`src/rtl/uart_pkg.sv`:
```
// -----------------------------------------------------------------------------
// uart_pkg
// Definitions shared by the UART receive and transmit paths.
//   rx_state_t : receiver FSM states
//   DATA_BITS  : data bits per frame (fixed at 8)
//   FRAME_BITS : bits per frame including start, parity (optional) and stop
//   IDLE_LEVEL : line level when no frame is in flight
// Build option: define UART_RX_PARITY_EN to include the even parity bit
// (11-bit frame); leave it undefined for a 10-bit frame without parity.
// -----------------------------------------------------------------------------
package uart_pkg;

  typedef enum logic [2:0] {
    IDLE      = 3'd0,
    START     = 3'd1,
    DATA      = 3'd2,
    PARITY    = 3'd3,
    STOP      = 3'd4,
    WAIT_HIGH = 3'd5
  } rx_state_t;

  localparam int DATA_BITS = 8;

`ifdef UART_RX_PARITY_EN
  localparam int FRAME_BITS = 11;
`else
  localparam int FRAME_BITS = 10;
`endif

  localparam logic IDLE_LEVEL = 1'b1;

endpackage

```
`src/rtl/uart_bit_timer.sv`:
```
// -----------------------------------------------------------------------------
// uart_bit_timer
// Free-running bit-period counter shared by the UART RX and TX engines.
// Ports:
//   clk     : system clock, rising edge
//   arst_n  : asynchronous reset, active low
//   restart : synchronous restart, count returns to 0 on the next edge
//   en      : count enable
//   mid     : count is at the half-bit point (CLKS_PER_BIT/2-1)
//   tick    : count is at the end of a bit period (CLKS_PER_BIT-1)
// The count wraps to 0 after tick, so consecutive ticks are one bit apart.
// -----------------------------------------------------------------------------
module uart_bit_timer
  import uart_pkg::*;
#(
  parameter int CLKS_PER_BIT = 434
) (
  input  logic clk,
  input  logic arst_n,
  input  logic restart,
  input  logic en,
  output logic mid,
  output logic tick
);

  localparam int CNT_W = $clog2(CLKS_PER_BIT);
  localparam logic [CNT_W-1:0] MID_CNT  = CNT_W'(CLKS_PER_BIT / 2 - 1);
  localparam logic [CNT_W-1:0] TICK_CNT = CNT_W'(CLKS_PER_BIT - 1);

  logic [CNT_W-1:0] cnt;

  always_ff @(posedge clk or negedge arst_n) begin
    if (!arst_n) begin
      cnt <= '0;
    end else if (restart) begin
      cnt <= '0;
    end else if (en) begin
      if (cnt == TICK_CNT) cnt <= '0;
      else                 cnt <= cnt + CNT_W'(1);
    end
  end

  assign mid  = en && (cnt == MID_CNT);
  assign tick = en && (cnt == TICK_CNT);

endmodule

```
`src/rtl/uart_rx.sv`:
```
// -----------------------------------------------------------------------------
// uart_rx
// UART receive engine: start(0), 8 data bits LSB first, optional even parity,
// stop(1). Each received byte is offered on a valid/ready handshake together
// with its parity and framing error flags.
// Ports:
//   clk          : system clock, rising edge
//   arst_n       : asynchronous reset, active low
//   rst          : synchronous clear, same effect as arst_n
//   en           : receiver enable; 0 drops any partial frame
//   serial_i     : asynchronous RX line, idle high
//   dat_o        : received byte, held until the next load
//   valid_o      : dat_o and error flags are valid
//   ready_i      : consumer accepts the byte when valid_o && ready_i
//   parity_err_o : parity mismatch for the byte on dat_o
//   frame_err_o  : stop bit sampled low for the byte on dat_o
//   overrun_o    : sticky, a frame completed while a byte was still pending
//   busy_o       : FSM is not in IDLE
// Build option: UART_RX_PARITY_EN enables the parity bit and its check;
// without it the frame is 10 bits and parity_err_o is tied to 0.
// -----------------------------------------------------------------------------
module uart_rx
  import uart_pkg::*;
#(
  parameter int CLKS_PER_BIT = 434
) (
  input  logic                 clk,
  input  logic                 arst_n,
  input  logic                 rst,
  input  logic                 en,
  input  logic                 serial_i,
  output logic [DATA_BITS-1:0] dat_o,
  output logic                 valid_o,
  input  logic                 ready_i,
  output logic                 parity_err_o,
  output logic                 frame_err_o,
  output logic                 overrun_o,
  output logic                 busy_o
);

  localparam int BC_W = $clog2(DATA_BITS);
  localparam logic [BC_W-1:0] LAST_BIT = BC_W'(DATA_BITS - 1);

  rx_state_t state, state_nxt;

  logic                 rx_meta, rx_s;
  logic                 mid, tick;
  logic                 timer_restart, timer_en;
  logic                 shift_en, stop_en;
  logic [BC_W-1:0]      bit_cnt;
  logic [DATA_BITS-1:0] shreg;
  logic                 vld_p0;
  logic                 ferr_p0;
`ifdef UART_RX_PARITY_EN
  logic                 par_en;
  logic                 perr_p0;
  logic                 perr_q;
`endif

  // ---- input synchronizer -------------------------------------------------
  always_ff @(posedge clk or negedge arst_n) begin
    if (!arst_n) begin
      rx_meta <= IDLE_LEVEL;
      rx_s    <= IDLE_LEVEL;
    end else if (rst) begin
      rx_meta <= IDLE_LEVEL;
      rx_s    <= IDLE_LEVEL;
    end else begin
      rx_meta <= serial_i;
      rx_s    <= rx_meta;
    end
  end

  // Timer restarts on every state entry so each state measures from its own
  // start; START -> DATA at mid therefore lands later ticks on bit centres.
  assign timer_en = en && (state != IDLE);

  uart_bit_timer #(
    .CLKS_PER_BIT(CLKS_PER_BIT)
  ) u_timer (
    .clk    (clk),
    .arst_n (arst_n),
    .restart(timer_restart),
    .en     (timer_en),
    .mid    (mid),
    .tick   (tick)
  );

  // ---- FSM state register -------------------------------------------------
  always_ff @(posedge clk or negedge arst_n) begin
    if (!arst_n)  state <= IDLE;
    else if (rst) state <= IDLE;
    else          state <= state_nxt;
  end

  // ---- FSM next state and sample strobes ----------------------------------
  always_comb begin
    state_nxt = state;
    shift_en  = 1'b0;
    stop_en   = 1'b0;
`ifdef UART_RX_PARITY_EN
    par_en    = 1'b0;
`endif
    if (!en) begin
      state_nxt = IDLE;
    end else begin
      case (state)
        IDLE: begin
          if (!rx_s) state_nxt = START;
        end
        START: begin
          if (mid) state_nxt = rx_s ? IDLE : DATA;
        end
        DATA: begin
          if (tick) begin
            shift_en = 1'b1;
`ifdef UART_RX_PARITY_EN
            if (bit_cnt == LAST_BIT) state_nxt = PARITY;
`else
            if (bit_cnt == LAST_BIT) state_nxt = STOP;
`endif
          end
        end
`ifdef UART_RX_PARITY_EN
        PARITY: begin
          if (tick) begin
            par_en    = 1'b1;
            state_nxt = STOP;
          end
        end
`endif
        STOP: begin
          if (tick) begin
            stop_en   = 1'b1;
            state_nxt = rx_s ? IDLE : WAIT_HIGH;
          end
        end
        WAIT_HIGH: begin
          if (rx_s) state_nxt = IDLE;
        end
        default: state_nxt = IDLE;
      endcase
    end
    timer_restart = rst || (state_nxt != state);
  end

  // ---- p0: bit assembly and stop sample -----------------------------------
  always_ff @(posedge clk or negedge arst_n) begin
    if (!arst_n) begin
      bit_cnt <= '0;
      shreg   <= '0;
      vld_p0  <= 1'b0;
      ferr_p0 <= 1'b0;
`ifdef UART_RX_PARITY_EN
      perr_p0 <= 1'b0;
`endif
    end else if (rst) begin
      bit_cnt <= '0;
      shreg   <= '0;
      vld_p0  <= 1'b0;
      ferr_p0 <= 1'b0;
`ifdef UART_RX_PARITY_EN
      perr_p0 <= 1'b0;
`endif
    end else begin
      vld_p0 <= stop_en;
      if (state == START) bit_cnt <= '0;
      if (shift_en) begin
        shreg   <= {rx_s, shreg[DATA_BITS-1:1]};
        bit_cnt <= bit_cnt + BC_W'(1);
      end
`ifdef UART_RX_PARITY_EN
      // Even parity: data ones plus the parity bit must be even.
      if (par_en) perr_p0 <= rx_s ^ (^shreg);
`endif
      if (stop_en) ferr_p0 <= ~rx_s;
    end
  end

  // ---- p1: output load and handshake --------------------------------------
  // A pending byte that is not taken in the load cycle wins; the new frame is
  // dropped and recorded only as an overrun.
  always_ff @(posedge clk or negedge arst_n) begin
    if (!arst_n) begin
      dat_o       <= '0;
      valid_o     <= 1'b0;
      frame_err_o <= 1'b0;
      overrun_o   <= 1'b0;
`ifdef UART_RX_PARITY_EN
      perr_q      <= 1'b0;
`endif
    end else if (rst) begin
      dat_o       <= '0;
      valid_o     <= 1'b0;
      frame_err_o <= 1'b0;
      overrun_o   <= 1'b0;
`ifdef UART_RX_PARITY_EN
      perr_q      <= 1'b0;
`endif
    end else begin
      if (vld_p0) begin
        if (!valid_o || ready_i) begin
          dat_o       <= shreg;
          frame_err_o <= ferr_p0;
`ifdef UART_RX_PARITY_EN
          perr_q      <= perr_p0;
`endif
          valid_o     <= 1'b1;
        end else begin
          overrun_o   <= 1'b1;
        end
      end else if (valid_o && ready_i) begin
        valid_o <= 1'b0;
      end
    end
  end

`ifdef UART_RX_PARITY_EN
  assign parity_err_o = perr_q;
`else
  assign parity_err_o = 1'b0;
`endif

  assign busy_o = (state != IDLE);

endmodule

```
`config.mk`:
```
export PLATFORM = sky130hd
export DESIGN_NAME = uart_rx
export DESIGN_NICKNAME = d
export VERILOG_FILES = /design/src/rtl/uart_pkg.sv /design/src/rtl/uart_bit_timer.sv /design/src/rtl/uart_rx.sv
export SDC_FILE = /design/constraint.sdc
export NUM_CORES = 1
export LEC_CHECK = 0
export CORE_MARGIN = 2
export CORE_UTILIZATION = 30
export CTS_CLUSTER_SIZE = 24
export DETAILED_ROUTE_END_ITERATION = 10
export DONT_BUFFER_PORTS = 1
export PLACE_DENSITY = 0.54
export SLEW_MARGIN = 20
export SYNTH_ARGS = -nofsm -noshare
export SYNTH_HDL_FRONTEND = slang
export SYNTH_SLANG_ARGS = --single-unit
```
`constraint.sdc`:
```
create_clock -name clk -period 1.5 [get_ports clk]
set_input_delay 0.3 -clock clk [delete_from_list [all_inputs] [get_ports clk]]
set_output_delay 0.3 -clock clk [all_outputs]
set_load 0.005 [all_outputs]
```
### Word level (Yosys, flattened, before mapping)

Cells that the tools add are included.

| operators by class | value |
|---|---|
| reductions and logical operators | 19 |
| $add $sub $neg | 2 |
| muxes and demuxes | 42 |
| eq/ne operators | 10 |
| bitwise gates (word level) | 1 |

Operator list:

| operator | number |
|---|---|
| 8-bit two-way mux | 5 |
| 3-bit two-way mux | 12 |
| 9-bit two-way mux | 3 |
| 1-bit two-way mux | 20 |
| 3-bit one-hot mux with 5 select lines | 1 |
| 2-bit nonzero test | 5 |
| 9-bit by 1-bit adder with 9-bit output, second input constant | 1 |
| 3-bit equality test, second input constant | 3 |
| 9-bit by 8-bit equality test with 1-bit output, second input constant | 1 |
| 9-bit equality test, second input constant | 1 |
| 3-bit nonzero test | 3 |
| 2-bit AND reduction | 3 |
| 1-bit logical AND | 4 |
| 3-bit by 1-bit adder with 3-bit output, second input constant | 1 |
| 3-bit by 1-bit equality test with 1-bit output, second input constant | 1 |
| 3-bit by 2-bit equality test with 1-bit output, second input constant | 1 |
| 3-bit logical NOT | 1 |
| 3-bit by 2-bit inequality test with 1-bit output, second input constant | 1 |
| 3-bit inequality test | 1 |
| 1-bit logical OR | 2 |
| 2-bit two-way mux | 1 |
| 2-bit inequality test, second input constant | 1 |
| 1-bit logical NOT | 1 |
| 1-bit inverter | 1 |

| storage, ports and cells | value |
|---|---|
| bits of input ports | 6 |
| register bits | 38 |
| word-level logic and storage cells | 86 |
| output and inout port bits | 13 |

### Longest topological paths before layout

| logic depth | value |
|---|---|
| depth in word-level cells | 9 |
| gate-level depth with buffers | 9 |
| gate-level depth less buffers | 7 |

### Cells and area by module

Synthesis repeated with hierarchy kept, for this count alone.

| unflattened totals | value |
|---|---|
| cell total of the unflattened synthesis | 208 |
| area total of the unflattened synthesis | 1995.7 um^2 |

Modules (own cells, without submodules):

| module | seq. area each (um^2) | cells an instance | instances | area an instance (um^2) |
|---|---|---|---|---|
| uart_rx | 728.2 | 151 | 1 | 1430.1 |
| uart_bit_timer | 225.2 | 57 | 1 | 565.5 |

### Worst setup path before layout

Ideal clock, no wire load.

| timing | value |
|---|---|
| path type | reg-to-reg |
| start point | register state[0] |
| end point | register u_timer.cnt[8] |
| arrival time | 1.445 ns |
| clock period less this slack | 1.587 ns |
| setup slack | -0.087 ns |
| buffers on the path | 2 |
| setup time | 0.142 ns |
| data required time | 1.358 ns |
| stages on the path, launching flop included | 8 |
| cells stage by stage | dfrtp_1 buf_6 or3_4 and2_0 buf_6 nand4_1 xor2_1 nor3_1 |

| on the way | value |
|---|---|
| word-level cells in the longest chain between the ends | 9 |
| elaborated cells between the ends (all ways) | 21 |
| classes of those cells | 5 x eq/ne; 9 x mux; 7 x reduce/logical |

RTL lines:

| element | RTL line | text |
|---|---|---|
| start: declaration | uart_rx.sv:44 | `rx_state_t state, state_nxt;` |
| start signal: assignment | uart_rx.sv:93 | `else state <= state_nxt;` |
| 3-bit nonzero test (*) | -- |  |
| via busy_o | uart_rx.sv:38 | `output logic busy_o` |
| 1-bit logical AND (*) | uart_rx.sv:76 | `assign timer_en = en && (state != IDLE);` |
| 1-bit logical AND (on tied branches) | uart_bit_timer.sv:44, uart_bit_timer.sv:43 |  |
| 3-bit two-way mux (on tied branches) | uart_rx.sv:133, uart_rx.sv:112, uart_rx.sv:115 |  |
| 3-bit one-hot mux with 5 select lines | uart_rx.sv:107 | `case (state)` |
| 3-bit two-way mux | uart_rx.sv:104 | `if (!en) begin` |
| 3-bit inequality test | uart_rx.sv:144 | `timer_restart = rst \|\| (state_nxt != state);` |
| 1-bit logical OR | uart_rx.sv:144 |  |
| 9-bit two-way mux / 2-bit nonzero test (equally long branches) | -- |  |
| end signal: assignment | uart_bit_timer.sv:39 | `else cnt <= cnt + CNT_W'(1);` |
| end: declaration | uart_bit_timer.sv:30 | `logic [CNT_W-1:0] cnt;` |

Mark *: on every way through the listed nets, which the timed path passes. The rest lies on a longest branch.
A chain may end at the register's enable or synchronous reset.

### Final worst setup path

| timing | value |
|---|---|
| start point | register u_timer.cnt[0] |
| end point | register state[0] |

| on the way | value |
|---|---|
| word-level cells in the longest chain between the ends | 6 |
| elaborated cells between the ends (all ways) | 10 |
| classes of those cells | 2 x eq/ne; 6 x mux; 2 x reduce/logical |

RTL lines:

| element | RTL line | text |
|---|---|---|
| 9-bit equality test / 9-bit by 8-bit equality test with 1-bit output (equally long branches) | uart_bit_timer.sv:44, uart_bit_timer.sv:43 |  |
| 1-bit logical AND (on tied branches) | uart_bit_timer.sv:44, uart_bit_timer.sv:43 |  |
| 3-bit two-way mux (on tied branches) | uart_rx.sv:133, uart_rx.sv:112, uart_rx.sv:115 |  |
| 3-bit one-hot mux with 5 select lines (*) | uart_rx.sv:107 |  |
| 3-bit two-way mux (*) | uart_rx.sv:104 |  |
| 3-bit two-way mux (*) | uart_rx.sv:92 | `else if (rst) state <= IDLE;` |

Every way passes the cells marked *; elsewhere a longest branch is shown, timed or not.

==> results.cfg <==
[critical_path]
r2r_start = u_timer.cnt[0]
worst-setup-path-type = reg2reg
critPathLaunchType = register
cp.arrival_ns = 1.84
r2r-end = state[0]
required_ns = 1.66
rrSetupSlack_ns = -0.17
path_max_fanout = 3
worstRegToRegCells = 6
cp-end-kind = register

[floorplanning]
die-width_um = 85.0
fp-row-count = 29
num_io_pins = 19
die_h_um = 85.0
core_um2 = 6350
die_area_um2 = 7230
initial_core_util_pct = 31.0

[place]
routabilityCongestion = 0.847
pre_cts_ws_ns = -0.203
numPortBuffers = 0
place_area_um2 = 2190
dp.cells = 291
dp_hpwl_um = 2850

[finish]
finalInstanceArea_um2 = 2640
fillers = 599
multiInputGateArea_um2 = 1100
diodes = 0
seq_area_um2 = 956
drive_gt1_share_pct = 40.7
instances_no_fill = 313
synthToLayoutAreaGrowth_pct = 33.9
layout.nets = 246
post-route-util_pct = 41.5

[drt]
viasPerCell = 4.99
remaining_drc_errors = 0
top_layer = met4
post_drt_wl_per_cell_um = 14.7
postRouteAntennaNets = 0
wl_met2_um = 2340
m1WireLength_um = 2050
routed-wl-met3_um = 127
first_pass_iters = 5
drt_iter0_drc = 112
finalWirelength_um = 4590
vias = 1561

[sta]
finalCriticalPeriod_ns = 1.67
setup_violations = 24
hold_slack_ns = 0.0607
hold_viol = 0
max_freq_mhz = 598
rsz0062_at_grt = yes
finalClockSkew_ns = 0.00245
worst_slack_ns = -0.172
post-route-period-util_pct = 111
finalMaxSlewViolations = 0

[global_routing]
grt_pass1_vias = 1510
antenna_found_initial = 0
grt_start_max_net_pins = 39
grt_pass1_wl_um = 7430
grtUsageTotal_pct = 13.0
overflow = 0

[min_path]
whs_path_depth = 1
hp-class = in2reg
min_to = shreg[2]
worstHoldStart = rst

[synthesis]
synth_edf_count = 0
ys_types = 43
async_flop_share_pct = 100
syn-cell-area_um2 = 1970
yosysSeqAreaShare_pct = 48.4
syn-num-nets = 213
synthFlopType = dfrtp_1
synth_seq_cells = 38
syn_inst = 202
yosys_warnings = 0
postSynthAreaPerCell_um2 = 9.75

[cts]
cts_made_buffers = 5
insertion_delay_ns = 0.29
clk_path_buf_depth = 2
cts.htree.levels = 2
clk_pin_slew_worst_paths_ns = 0.08
cts-root-buf = clkbuf_8
cts_tree = yes
cts.sinks = 38

[job]
cap_viol_max_count = 0

[power_and_ir_drop]
irDropWorstVdd_mv = 0.377
total_leakage_power_uw = 0.00115
pwr_density_cell_nw_per_um2 = 769

[status]
violations = negative setup slack
outcome = finished, violations left
registers in the layout, summed over array words and instances, names as in the netlist:
name	cells
u_timer.cnt	9
dat_o	8
shreg	8
bit_cnt	3
state	3
ferr_p0	1
frame_err_o	1
overrun_o	1
rx_meta	1
rx_s	1
valid_o	1
vld_p0	1
layout make-up:
| cell class | count | share of cell area, % |
|---|---|---|
| Multi-Input combinational cell | 147 | 41.8 |
| Timing Repair Buffer | 39 | 13.3 |
| Clock buffer | 7 | 3.27 |
| Sequential cell | 38 | 36.2 |
| Tap cell | 77 | 3.65 |
| Inverter | 4 | 0.569 |
| Clock inverter | 1 | 1.14 |
cells in the mapped netlist (2+ instances only):
cell,number,area share [%]
buf_2,5,1.3
ha_1,5,3.2
a21oi_1,18,4.6
nand3_1,7,1.8
clkbuf_1,3,0.57
nand4_1,4,1.3
nand2b_1,5,1.6
or2_2,3,0.95
dfrtp_1,36,46
nand4b_1,2,0.89
o21ai_1,2,0.51
nand2_1,28,5.3
xor2_1,6,2.7
and4_1,2,0.89
nor3_1,8,2.0
inv_1,4,0.76
buf_4,2,0.76
buf_6,3,1.7
dfstp_2,2,2.7
nand4bb_1,2,1.1
mux2i_1,9,4.6
o31ai_4,2,2.2
nor2_1,24,4.6
layer usage:
layer / vias to the layer above / GRT usage [%]
met5: - / 0
met4: 0 / 4.33
met3: 4 / 2.82
met2: 20 / 21.7
met1: 776 / 16.7
li1: 761 / -
worst max-delay path, stage by stage (launching register included):
cell	delay, ns
dfrtp_1	0.40
inv_1	0.09
ha_1	0.15
nand4b_1	0.22
or4_1	0.52
o21ai_1	0.11
a2111oi_2	0.06
cells in the final DEF (no fill, tap or decap), types with 2 or more instances in the layout:
cell type | synthesis | layout
nand2_1 | 28 | 26
a211oi_2 | 1 | 2
inv_1 | 4 | 3
dfrtp_1 | 36 | 34
nor3_2 | 0 | 5
nand2_2 | 0 | 2
dfstp_2 | 2 | 2
nand4_1 | 4 | 4
or2_2 | 3 | 2
a21oi_1 | 18 | 8
nand4b_1 | 2 | 2
buf_12 | 0 | 2
nand4_4 | 1 | 2
ha_1 | 5 | 4
a21oi_2 | 0 | 10
buf_4 | 2 | 28
nand3_1 | 7 | 5
nor2_2 | 0 | 5
dfrtp_2 | 0 | 2
buf_6 | 3 | 8
mux2i_1 | 9 | 9
xor2_1 | 6 | 6
o31ai_4 | 2 | 2
nor3_1 | 8 | 2
nor2_1 | 24 | 19
nand2b_1 | 5 | 5
clkbuf_8 | 0 | 6
through the flow:
step / setup TNS (ns) / power [uW]
floorplan: -0.396 / 1100
global placement: -1.78 / 1090
detailed placement: -2.95 / 1090
CTS: -2.37 / 2060
global route: -5.28 / 2110
finish: -2.46 / 2030
power by group:
part / internal, uW / switching (uW) / total (uW)
logic: 33.7 / 51.5 / 85.3
clock network: 543 / 368 / 910
registers: 1030 / 4.41 / 1030
how the worst max path moves through the flow:
stage	startpoint	end	depth (start not counted)
floorplan	state[2]	u_timer.cnt[8]	7
global placement	u_timer.cnt[1]	state[0]	7
detailed placement	u_timer.cnt[1]	state[0]	7
CTS	state[0]	busy_o	3
global route	u_timer.cnt[0]	u_timer.cnt[8]	8
finish	u_timer.cnt[0]	state[0]	6
kinds of logic (layout without fill, tap and decap cells):
kind of cell	Yosys count	in the layout	synth area share, %
AND/OR/NAND/NOR	95	96	24.9
buffers and inverters	18	51	5.27
XOR/XNOR	6	6	2.67
flip-flops	38	38	48.4
multiplexers	9	9	4.57
adder cells (fa/ha/maj)	5	5	3.18
other	1	1	0.190
AO/OA/AOI/OAI	30	30	10.8
repair_timing:
action                     CTS  global route
cloned                       1             0
resized for setup           21            28
setup endpoints to repair   26            26
buffers inserted             6             5
hold buffers                 2             0
pin swaps                   12            11
hold endpoints to repair    38             0
No activity file was read; power rests on OpenSTA's default activity.
